--- src/rtl/instr_fetch.sv ---
// instr_fetch: program-fetch stage for the 8-bit LED CPU.
// Drives a 1-cycle-latency single-port program RAM, holds returned words in a
// 2-entry FIFO and hands them to the decoder over valid/ready.
// Optional build macro FETCH_STALL_CNT_EN adds a saturating stall_cnt output.
module instr_fetch #(
  parameter int unsigned ADDR_W = 11,
  parameter int unsigned DATA_W = 16
) (
  input  logic              clk,
  input  logic              rst_n,
  output logic [ADDR_W-1:0] mem_ad,
  output logic              mem_ce,
  output logic              mem_oce,
  output logic              mem_wre,
  input  logic [DATA_W-1:0] mem_dout,
  input  logic              jump_en,
  input  logic [ADDR_W-1:0] jump_addr,
  input  logic              halt,
  output logic [DATA_W-1:0] instr,
  output logic [ADDR_W-1:0] instr_pc,
  output logic              instr_valid,
  input  logic              instr_ready
`ifdef FETCH_STALL_CNT_EN
  ,
  output logic [15:0]       stall_cnt
`endif
);

  localparam logic [1:0] ST_START  = 2'd0;
  localparam logic [1:0] ST_RUN    = 2'd1;
  localparam logic [1:0] ST_HALTED = 2'd2;

  logic [1:0]        state_q, state_d;
  logic [ADDR_W-1:0] pc_q, pc_d;
  logic              inflight_q, inflight_d;
  logic [ADDR_W-1:0] inflight_pc_q, inflight_pc_d;
  logic [1:0]        cnt_q, cnt_d;
  logic [DATA_W-1:0] ent0_instr_q, ent0_instr_d, ent1_instr_q, ent1_instr_d;
  logic [ADDR_W-1:0] ent0_pc_q, ent0_pc_d, ent1_pc_q, ent1_pc_d;

  logic              pop;
  logic [2:0]        occ;
  logic              room;
  logic              issue;
  logic [1:0]        base;

  // Handshake and issue qualification; the in-flight read reserves a slot.
  assign pop   = instr_valid & instr_ready;
  assign occ   = 3'(cnt_q) + 3'(inflight_q) - 3'(pop);
  assign room  = (occ < 3'd2);
  assign issue = (state_q == ST_RUN) & ~halt & ~jump_en & room;
  assign base  = cnt_q - 2'(pop);

  assign mem_ce      = issue;
  assign mem_ad      = pc_q;
  assign mem_oce     = 1'b1;
  assign mem_wre     = 1'b0;
  assign instr_valid = (cnt_q != 2'd0);
  assign instr       = ent0_instr_q;
  assign instr_pc    = ent0_pc_q;

  // Next-state: FSM, pc/issue tracking, FIFO shift-on-pop with tail write.
  always_comb begin
    state_d       = state_q;
    pc_d          = pc_q;
    inflight_d    = 1'b0;
    inflight_pc_d = inflight_pc_q;
    cnt_d         = cnt_q;
    ent0_instr_d  = ent0_instr_q;
    ent0_pc_d     = ent0_pc_q;
    ent1_instr_d  = ent1_instr_q;
    ent1_pc_d     = ent1_pc_q;

    case (state_q)
      ST_START:  state_d = ST_RUN;
      ST_RUN:    if (halt) state_d = ST_HALTED;
      ST_HALTED: if (!halt) state_d = ST_RUN;
      default:   state_d = ST_START;
    endcase

    if (jump_en) begin
      // Redirect wins: flush buffer and drop any read still in flight.
      pc_d  = jump_addr;
      cnt_d = 2'd0;
    end else begin
      inflight_d = issue;
      if (issue) begin
        inflight_pc_d = pc_q;
        pc_d          = pc_q + ADDR_W'(1);
      end
      if (pop) begin
        ent0_instr_d = ent1_instr_q;
        ent0_pc_d    = ent1_pc_q;
      end
      if (inflight_q) begin
        if (base == 2'd0) begin
          ent0_instr_d = mem_dout;
          ent0_pc_d    = inflight_pc_q;
        end else begin
          ent1_instr_d = mem_dout;
          ent1_pc_d    = inflight_pc_q;
        end
      end
      cnt_d = base + 2'(inflight_q);
    end
  end

  // State and datapath registers.
  always_ff @(posedge clk or negedge rst_n) begin
    if (!rst_n) begin
      state_q       <= ST_START;
      pc_q          <= '0;
      inflight_q    <= 1'b0;
      inflight_pc_q <= '0;
      cnt_q         <= 2'd0;
      ent0_instr_q  <= '0;
      ent0_pc_q     <= '0;
      ent1_instr_q  <= '0;
      ent1_pc_q     <= '0;
    end else begin
      state_q       <= state_d;
      pc_q          <= pc_d;
      inflight_q    <= inflight_d;
      inflight_pc_q <= inflight_pc_d;
      cnt_q         <= cnt_d;
      ent0_instr_q  <= ent0_instr_d;
      ent0_pc_q     <= ent0_pc_d;
      ent1_instr_q  <= ent1_instr_d;
      ent1_pc_q     <= ent1_pc_d;
    end
  end

`ifdef FETCH_STALL_CNT_EN
  logic [15:0] stall_cnt_q;

  // Saturating count of cycles where the decoder holds off a valid word.
  always_ff @(posedge clk or negedge rst_n) begin
    if (!rst_n) begin
      stall_cnt_q <= 16'd0;
    end else if (instr_valid && !instr_ready && (stall_cnt_q != 16'hFFFF)) begin
      stall_cnt_q <= stall_cnt_q + 16'd1;
    end
  end

  assign stall_cnt = stall_cnt_q;
`endif

endmodule

--- config.mk ---
export PLATFORM = sky130hd
export DESIGN_NAME = instr_fetch
export DESIGN_NICKNAME = d
export VERILOG_FILES = /design/src/rtl/instr_fetch.sv
export SDC_FILE = /design/constraint.sdc
export NUM_CORES = 1
export LEC_CHECK = 0
export CAP_MARGIN = 25
export CORE_AREA = 3 3 105 107
export CTS_BUF_LIST = sky130_fd_sc_hd__clkbuf_4 sky130_fd_sc_hd__clkbuf_8
export DETAILED_ROUTE_END_ITERATION = 8
export DIE_AREA = 0 0 108 110
export GPL_TIMING_DRIVEN = 0
export PLACE_DENSITY = 0.68
export RECOVER_POWER = 25
export SETUP_SLACK_MARGIN = 0.4
export SLEW_MARGIN = 20
export SYNTH_ARGS = -nofsm -noshare
export SYNTH_HDL_FRONTEND = slang
export SYNTH_SLANG_ARGS = --single-unit
--- constraint.sdc ---
create_clock -name clk -period 6.5 [get_ports clk]
set_input_delay 1.95 -clock clk [delete_from_list [all_inputs] [get_ports clk]]
set_output_delay 1.95 -clock clk [all_outputs]
set_load 0.01 [all_outputs]
Word level (Yosys, flattened, before mapping)
Index checks and enable logic that the tools add are counted.
W data, S select, Z words.
- add/sub/neg operators: 5
- order comparisons: 1
- eq/ne operators: 4
- multiplexer cells: 13
- bitwise logic cells: 7
- reduce and logical (&&, ||, !) cells: 7
- operator list (cell ; count):
    $mux W11 ; 5
    $mux W16 ; 3
    $add A11 B1 Y11 const B ; 1
    $mux W2 ; 3
    $pmux W2 S3 ; 1
    $and A1 B1 Y1 ; 4
    $logic_not A2 Y1 ; 2
    $ne A2 B2 Y1 const B ; 2
    $reduce_and A2 Y1 ; 2
    $reduce_bool A2 Y1 ; 2
    $add A2 B1 Y3 ; 1
    $lt A3 B2 Y1 const B ; 1
    $not A1 Y1 ; 3
    $reduce_and A3 Y1 ; 1
    $sub A3 B1 Y3 ; 1
    $add A2 B1 Y2 ; 1
    $eq A2 B1 Y1 const B ; 1
    $eq A2 B2 Y1 const B ; 1
    $sub A2 B1 Y2 ; 1
    $mux W1 ; 1
- bits in registers: 81
- bits of input ports: 32

Longest topological paths before layout
Gate-level depths: netlist of the first run.
- word-level depth: 7
- mapped depth: 12
- mapped depth without buffers: 9

Least setup slack after synthesis of the first run
No wires, ideal clock.
- path kind: input-to-output
- start point: in instr_ready
- end point: out mem_ce
- arrival time: 3848 ps
- data required time: 4550 ps
- slack: 702 ps
- stages: 11
- cells stage by stage: inv_1 > nor3b_1 > a21o_1 > nand2_1 > fa_1 > nand4bb_1 > buf_2 > or2_0 > buf_4 > nor2_4 > buf_6
- longest elaborated chain between the ends: 4
- ends and longest elaborated chain (what ; line ; text):
    start, declared ; 22 ; input logic instr_ready
    $and A1 B1 Y1 ; 48 ; assign pop = instr_valid & instr_ready;
    $sub A3 B1 Y3 ; 49 ; assign occ = 3'(cnt_q) + 3'(inflight_q) - 3'(pop);
    $lt A3 B2 Y1 ; 50 ; assign room = (occ < 3'd2);
    $and A1 B1 Y1 ; 51 ; assign issue = (state_q == ST_RUN) & ~halt & ~jump_en & room;
    end, declared ; 12 ; output logic mem_ce,
No other way between the ends.

Final worst setup path of the first run
Same ends and word-level chain as after synthesis.

==> metrics.md, run 1 <==
| Metric | Value |
|---|---|
| Worst EP required | `4550 ps` |
| CTS H-Tree Depth | `3` |
| Max_slew headroom | `-86.3%` |
| IO Count | `74` |
| Largest net degree at the start of global routing | `53` |
| Syn avg cell area | `12.5 µm²` |
| Initial antenna violation count | `0` |
| Max cap viols | `2` |
| Failing checks | `capacitance limit, slew limit` |
| Port-buffer cells | `71` |
| Root Driver | `clkbuf_8` |
| Number of flops mapped to enable cells by yosys | `0` |
| Placer congestion estimate | `0.817` |
| Seq cells post-synth | `81` |
| Post-synth ARST share | `100%` |
| Crit-path cells | `buf_2, inv_2, nor3b_4, a21o_1, nand2_1, fa_1, nand4bb_1, buf_6, or2_0, buf_4, nor2_4, buf_8, buf_2` |
| DRC errors left | `0` |
| Wire per inst | `15.9 µm` |
| Clock share of power | `23.9%` |
| Hold Crit Depth | `1` |
| Final ANT Viol Nets | `0` |
| Actual slew at the worst max-slew pin | `2790 ps` |
| Leak Pwr | `2.31 nW` |
| Tcrit/Tclk final | `90.8%` |
| Final Critical Period | `5900 ps` |
| Clock sink count | `81` |
| Hold/Removal Path Class | `reg -> reg` |
| WHS Endpoint | `instr[3]$_DFFE_PN0N_` |
| Critical path capture point type | `output port` |
| Post-Synthesis Cell Area | `3840 µm²` |
| Logic pwr share | `31.7%` |
| Die width | `108 µm` |
| Max-slew violations | `84` |
| Worst hold slack | `492 ps` |
| DR vias | `2,651` |
| DP Area | `4750 µm²` |
| Die area | `11,900 µm²` |
| First-pass GRT wire length | `14.3 mm` |
| Startpoint types | `primary input` |
| Crit-path max FO | `4` |
| Flop pwr share | `44.5%` |
| Status | `finished, violations left` |
| Max stage delay on crit path | `500 ps` |
| Starting DRT DRC Count | `79` |
| Final hold violation count | `0` |
| Primary FF master, synth | `dfrtp_1` |
| Share of cells above drive strength 1 | `20.7%` |
| PwrDens | `339 nW/µm²` |
| Cell Int Power | `1.21 mW` |
| Clk slew on worst S/H paths | `80 ps` |
| Die Y | `110 µm` |
| NetSw | `0.485 mW` |
| Vias per cell | `4.94` |
| Post-DP HPWL | `5.87 mm` |
| Clock Skew | `11.3 ps` |
| Peak VDD IR | `0.168 mV` |
| Syn nets | `342` |
| F_max | `169 MHz` |
| Grt ovf | `0` |
| Clock Latency Late Sink | `350 ps` |
| Crit-path most repeated cell | `buf_2` |
| WL final | `8.51 mm` |
| Sw Ratio | `28.6%` |
| Setup violations, final | `0` |
| Hold-fix buffers, CTS | `0` |
| Core area | `10,200 µm²` |
| Register-to-register setup slack | `3540 ps` |
| Vias in the first global route | `2,806` |
| Clock Path Buffers | `2` |
| Reg2reg start | `cnt_q[1]$_DFF_PN0_` |
| Initial core utilization | `37.6%` |
| Leading cell type in the layout, fill and taps excluded | `dfrtp_1` |
| Hold path startpoint | `instr[3]$_DFFE_PN0N_` |
| Critical path class | `in -> out` |
| Multi-input logic area | `1700 µm²` |
| Area grow syn2layout | `30.0%` |
| CP arrival | `3950 ps` |
| Seq/Total Area, Yosys | `52.8%` |
| CTS tree | `built` |
| Final net count | `431` |
| Row cnt | `37` |
| Finished Cell Area | `5000 µm²` |
| Fill count | `951` |
| Synth cell types | `39` |
| Crit-path slowest cell | `fa_1` |
| TritonRoute pass-1 iters | `4` |
| Most frequent cells in the layout | `dfrtp_1, clkdlybuf4s50_1, mux2i_1, mux2_2, and2_1` |
| Synth warn | `0` |
| Global-route total usage across every layer | `15.6%` |
| FF-to-FF path depth | `10` |
| R2r endpoint | `mem_ad[10]$_DFFE_PN0P_` |
| CTS buffer count | `9` |
| Sequential cell area | `2030 µm²` |
| Number of diodes | `0` |
| RSZ-0062 raised after global routing | `no` |
| Syn Inst Count | `307` |
[how the worst max path moves through the flow]
stage | from | to | slack (ps) | cells after the start
final | instr_ready | mem_ce | 600 | 13
after global routing | rst_n | instr_pc[8]$_DFFE_PN0N_ | 380 | 2
after CTS | instr_ready | mem_ce | 460 | 13
after detailed placement | instr_ready | mem_ce | -620 | 13
after global placement | instr_ready | mem_ce | -550 | 13
after floorplan | instr_ready | mem_ce | 700 | 11
[power groups by stage]
stage / clock network [mW] / logic, mW / registers (mW)
4_1_cts: 0.415 / 0.546 / 0.756
6_report: 0.405 / 0.537 / 0.754
2_1_floorplan: 0 / 0.251 / 0.775
3_3_place_gp: 0 / 0.519 / 0.759
3_5_place_dp: 0 / 0.531 / 0.764
5_1_grt: 0.436 / 0.585 / 0.779
[cells in the mapped netlist, drive strengths merged (4+ instances only)]
cell | count | area (µm²)
and2 | 28 | 175
buf | 15 | 91.3
clkbuf | 8 | 30.0
dfrtp | 81 | 2030
mux2 | 38 | 462
mux2i | 29 | 290
nand2 | 14 | 52.6
nand3 | 4 | 20.0
nor2 | 4 | 22.5
nor4 | 5 | 31.3
o21ai | 9 | 45.0
o2bb2ai | 27 | 236
xnor2 | 6 | 52.6
xor2 | 4 | 42.6
[cells by family (layout without fill, tap and decap cells)]
group / after synthesis / in the layout / synth area share (%)
adders and majority gates: 3 / 3 / 1.17
AOI/OAI and AO/OA: 45 / 45 / 9.15
muxes: 67 / 67 / 19.6
DFF: 81 / 81 / 52.8
buffers and inverters: 24 / 118 / 3.26
and+or+nand+nor: 75 / 75 / 11.4
xor gates and xnor gates: 10 / 10 / 2.47
other: 2 / 2 / 0.195
[critical path, delay by kind of cell]
family / cells / cell delay (ps)
AND/OR/NAND/NOR: 5 / 710
adder cells (fa/ha/maj): 1 / 500
AO/OA/AOI/OAI: 1 / 120
buffers and inverters: 6 / 670
[layer usage]
metal | vias to the layer above | global-route usage, % | routed length [µm]
met5 | - | 0 | 0
li1 | 1262 | - | -
met2 | 85 | 25.0 | 4030
met3 | 6 | 4.25 | 490
met4 | 0 | 4.15 | 64
met1 | 1298 | 20.9 | 3920
[area by class of cell]
class	instances	share of cell area, %
Clock inverter	5	1.60
Sequential cell	81	40.6
Tap cell	136	3.41
Clock buffer	11	2.78
Buffer	23	2.63
Multi-Input combinational cell	202	34.1
Timing Repair Buffer	78	14.9
Inverter	1	0.0751
[metrics by stage]
| step | util, % | worst slack, ps | instances | power (mW) | TNS, ps |
|---|---|---|---|---|---|
| after floorplan | - | 702 | 307 | 1.03 | 0 |
| after global placement | 46.2 | -547 | 514 | 1.28 | -547 |
| after detailed placement | 46.4 | -624 | 515 | 1.29 | -624 |
| after CTS | 49.0 | 462 | 536 | 1.72 | 0 |
| after global routing | 48.8 | 381 | 537 | 1.80 | 0 |
| final | 48.8 | 598 | 537 | 1.70 | 0 |
[state kept, by name, indices dropped and copies added, names as in the netlist]
| signal | flops |
|---|---|
| ent1_instr_q | 16 |
| instr | 16 |
| ent1_pc_q | 11 |
| inflight_pc_q | 11 |
| instr_pc | 11 |
| mem_ad | 11 |
| cnt_q | 2 |
| state_q | 2 |
| inflight_q | 1 |
[what timing repair did]
| action | in CTS | in global routing |
|---|---|---|
| hold endpoints to repair | 0 | 0 |
| buffers inserted | 5 | 1 |
| gates cloned | 0 | 0 |
| pin swaps | 3 | 3 |
| endpoints found under the setup margin | 1 | 1 |
| resized for setup | 12 | 2 |
(Power assumes the default switching activity.)
==> run 2: changes to the inputs <==
clock period = 5.8 ns   (was 6.5 ns; I/O delays follow)
==> run 2 against run 1 <==
Critical endpoint unchanged. Register-to-register slack worse by 890 ps. Global-route usage grew 0.050 points. Count of clock-buffer cells in the layout unchanged. Clock power up 11%. Power rose by 12%. Utilization rose by 0.62 points. Largest power group unchanged. Final cell count grew 0.56%. Sequential power is 12% higher. The flow still finishes with violations (capacitance limit, slew limit). Via count increased by 0.15%. Die area is the same.
==> metrics.md, run 2 (synthesis results as in run 1) <==
| Metric | Value |
|---|---|
| Status | `finished, violations left` |
| Failing checks | `capacitance limit, slew limit` |
| Leak Pwr | `2.34 nW` |
| Clock Skew | `9.57 ps` |
| F_max | `186 MHz` |
| Die width | `108 µm` |
| Final worst slack | `436 ps` |
| RSZ-0062 raised after global routing | `yes` |
| Utilization after layout | `49.5%` |
| Crit-path slowest cell | `fa_1` |
| Logic pwr share | `32.0%` |
| Final hold violation count | `0` |
| Share of cells above drive strength 1 | `21.3%` |
| Register-to-register setup slack | `2650 ps` |
| Wire per inst | `15.7 µm` |
| Global-route total usage across every layer | `15.6%` |
| Max stage delay on crit path | `500 ps` |
| Core area | `10,200 µm²` |
| Clock share of power | `23.7%` |
| Placer congestion estimate | `0.817` |
| WL final | `8.47 mm` |
| Post-DP HPWL | `5.87 mm` |
| Actual slew at the worst max-slew pin | `2300 ps` |
| Crit-path cells | `buf_8, inv_6, nor3b_4, a21o_1, nand2_1, fa_1, nand4bb_1, buf_6, or2_0, buf_4, nor2_4, buf_8, buf_6` |
| CP arrival | `3620 ps` |
| Port-buffer cells | `71` |
| First-pass GRT wire length | `14.4 mm` |
| Vias in the first global route | `2,814` |
| Vias per cell | `4.92` |
| CTS buffer count | `9` |
| Most frequent cells in the layout | `dfrtp_1, clkdlybuf4s50_1, mux2i_1, mux2_2, and2_1` |
| DR vias | `2,655` |
| Clk slew on worst S/H paths | `80 ps` |
| Overall Power | `1.90 mW` |
| Clock Latency Late Sink | `350 ps` |
| Peak VDD IR | `0.188 mV` |
| CTS H-Tree Depth | `3` |
| Startpoint types | `primary input` |
| Clock Path Buffers | `2` |
| Row cnt | `37` |
| Die Y | `110 µm` |
| Critical path class | `in -> out` |
| Hold/Removal Path Class | `reg -> reg` |
| Root Driver | `clkbuf_8` |
| Final Critical Period | `5360 ps` |
| Crit-path max FO | `3` |
| CTS tree | `built` |
| IO Count | `74` |
| Grt ovf | `0` |
| Max cap viols | `2` |
| Final net count | `434` |
| Cell Int Power | `1.36 mW` |
| Critical path capture point type | `output port` |
| Number of diodes | `0` |
| Worst EP required | `4060 ps` |
| Leading cell type in the layout, fill and taps excluded | `dfrtp_1` |
| Final ANT Viol Nets | `0` |
| PwrDens | `376 nW/µm²` |
| Flop pwr share | `44.4%` |
| Max-slew violations | `84` |
| NetSw | `0.542 mW` |
| DRC errors left | `0` |
| Initial core utilization | `37.6%` |
| Starting DRT DRC Count | `71` |
| Sw Ratio | `28.5%` |
| Max_slew headroom | `-53.5%` |
| TritonRoute pass-1 iters | `4` |
| Largest net degree at the start of global routing | `53` |
| Initial antenna violation count | `0` |
| Clock sink count | `81` |
| Die area | `11,900 µm²` |
| Dpl ws | `-904 ps` |
| Setup violations, final | `0` |
| Tcrit/Tclk final | `92.5%` |
| Area grow syn2layout | `31.7%` |
| Setup tns final | `0 ps` |
[run 2: changes by cell type in the layout (fill, tap and decap cells not counted)]
cell / change
buf_2: -2
buf_4: +3
buf_6: +1
buf_8: +1
clkbuf_1: -1
dlymetal6s4s_1: +1
inv_2: -1
inv_6: +1
xor2_2: -1
xor2_4: +1
[run 2: path summary, 6_finish.rpt]
check                                     start                      end  cells past startpoint
max                                 instr_ready                   mem_ce                     13
min                        instr[3]$_DFFE_PN0N_     instr[3]$_DFFE_PN0N_                      1
max reg2reg                  cnt_q[1]$_DFF_PN0_   mem_ad[10]$_DFFE_PN0P_                     11
min reg2reg                instr[3]$_DFFE_PN0N_     instr[3]$_DFFE_PN0N_                      1
max in group asynchronous                 rst_n    instr[10]$_DFFE_PN0N_                      2
min in group asynchronous                 rst_n  instr_pc[6]$_DFFE_PN0N_                      1
[run 2: per-layer routing]
metal | share of wire [%] | global-route usage [%]
met5 | 0 | 0
met4 | 0.74 | 4.15
met3 | 5.4 | 4.25
met1 | 46 | 20.9
met2 | 48 | 25.1
[run 2: layout make-up]
type                            instances  area (µm²)
Multi-Input combinational cell        202        1710
Timing Repair Buffer                   81         791
Buffer                                 23         131
Fill cell                             943        5170
Clock buffer                           11         139
Clock inverter                          5        80.1
Inverter                                1        8.76
Sequential cell                        81        2030
Tap cell                              136         170
[run 2: what timing repair did]
| item | CTS | global route |
|---|---|---|
| hold buffers | 0 | 0 |
| setup buffers | 7 | 2 |
| setup endpoints to repair | 1 | 1 |
| pin swaps | 4 | 3 |
| resized for setup | 20 | 1 |
[run 2: worst max-delay path: cells and delay by family]
| family | cells | cell delay, ps |
|---|---|---|
| AO/OA/AOI/OAI | 1 | 120 |
| adder cells (fa/ha/maj) | 1 | 500 |
| buffers and inverters | 6 | 580 |
| AND/OR/NAND/NOR | 5 | 670 |
[run 2: power groups by stage]
stage	clock network (mW)	logic, mW	registers (mW)
6_report	0.451	0.609	0.845
2_1_floorplan	0	0.281	0.869
5_1_grt	0.489	0.663	0.873
3_3_place_gp	0	0.582	0.851
4_1_cts	0.465	0.615	0.848
3_5_place_dp	0	0.595	0.856
[run 2: metrics by stage]
stage | std cells | cell area [µm²] | hold slack [ps]
4_1_cts | 538 | 5050 | 498
3_3_place_gp | 514 | 4720 | 470
2_1_floorplan | 307 | 3840 | 469
3_5_place_dp | 515 | 4750 | 475
5_1_grt | 540 | 5060 | 511
6_report | 540 | 5060 | 492
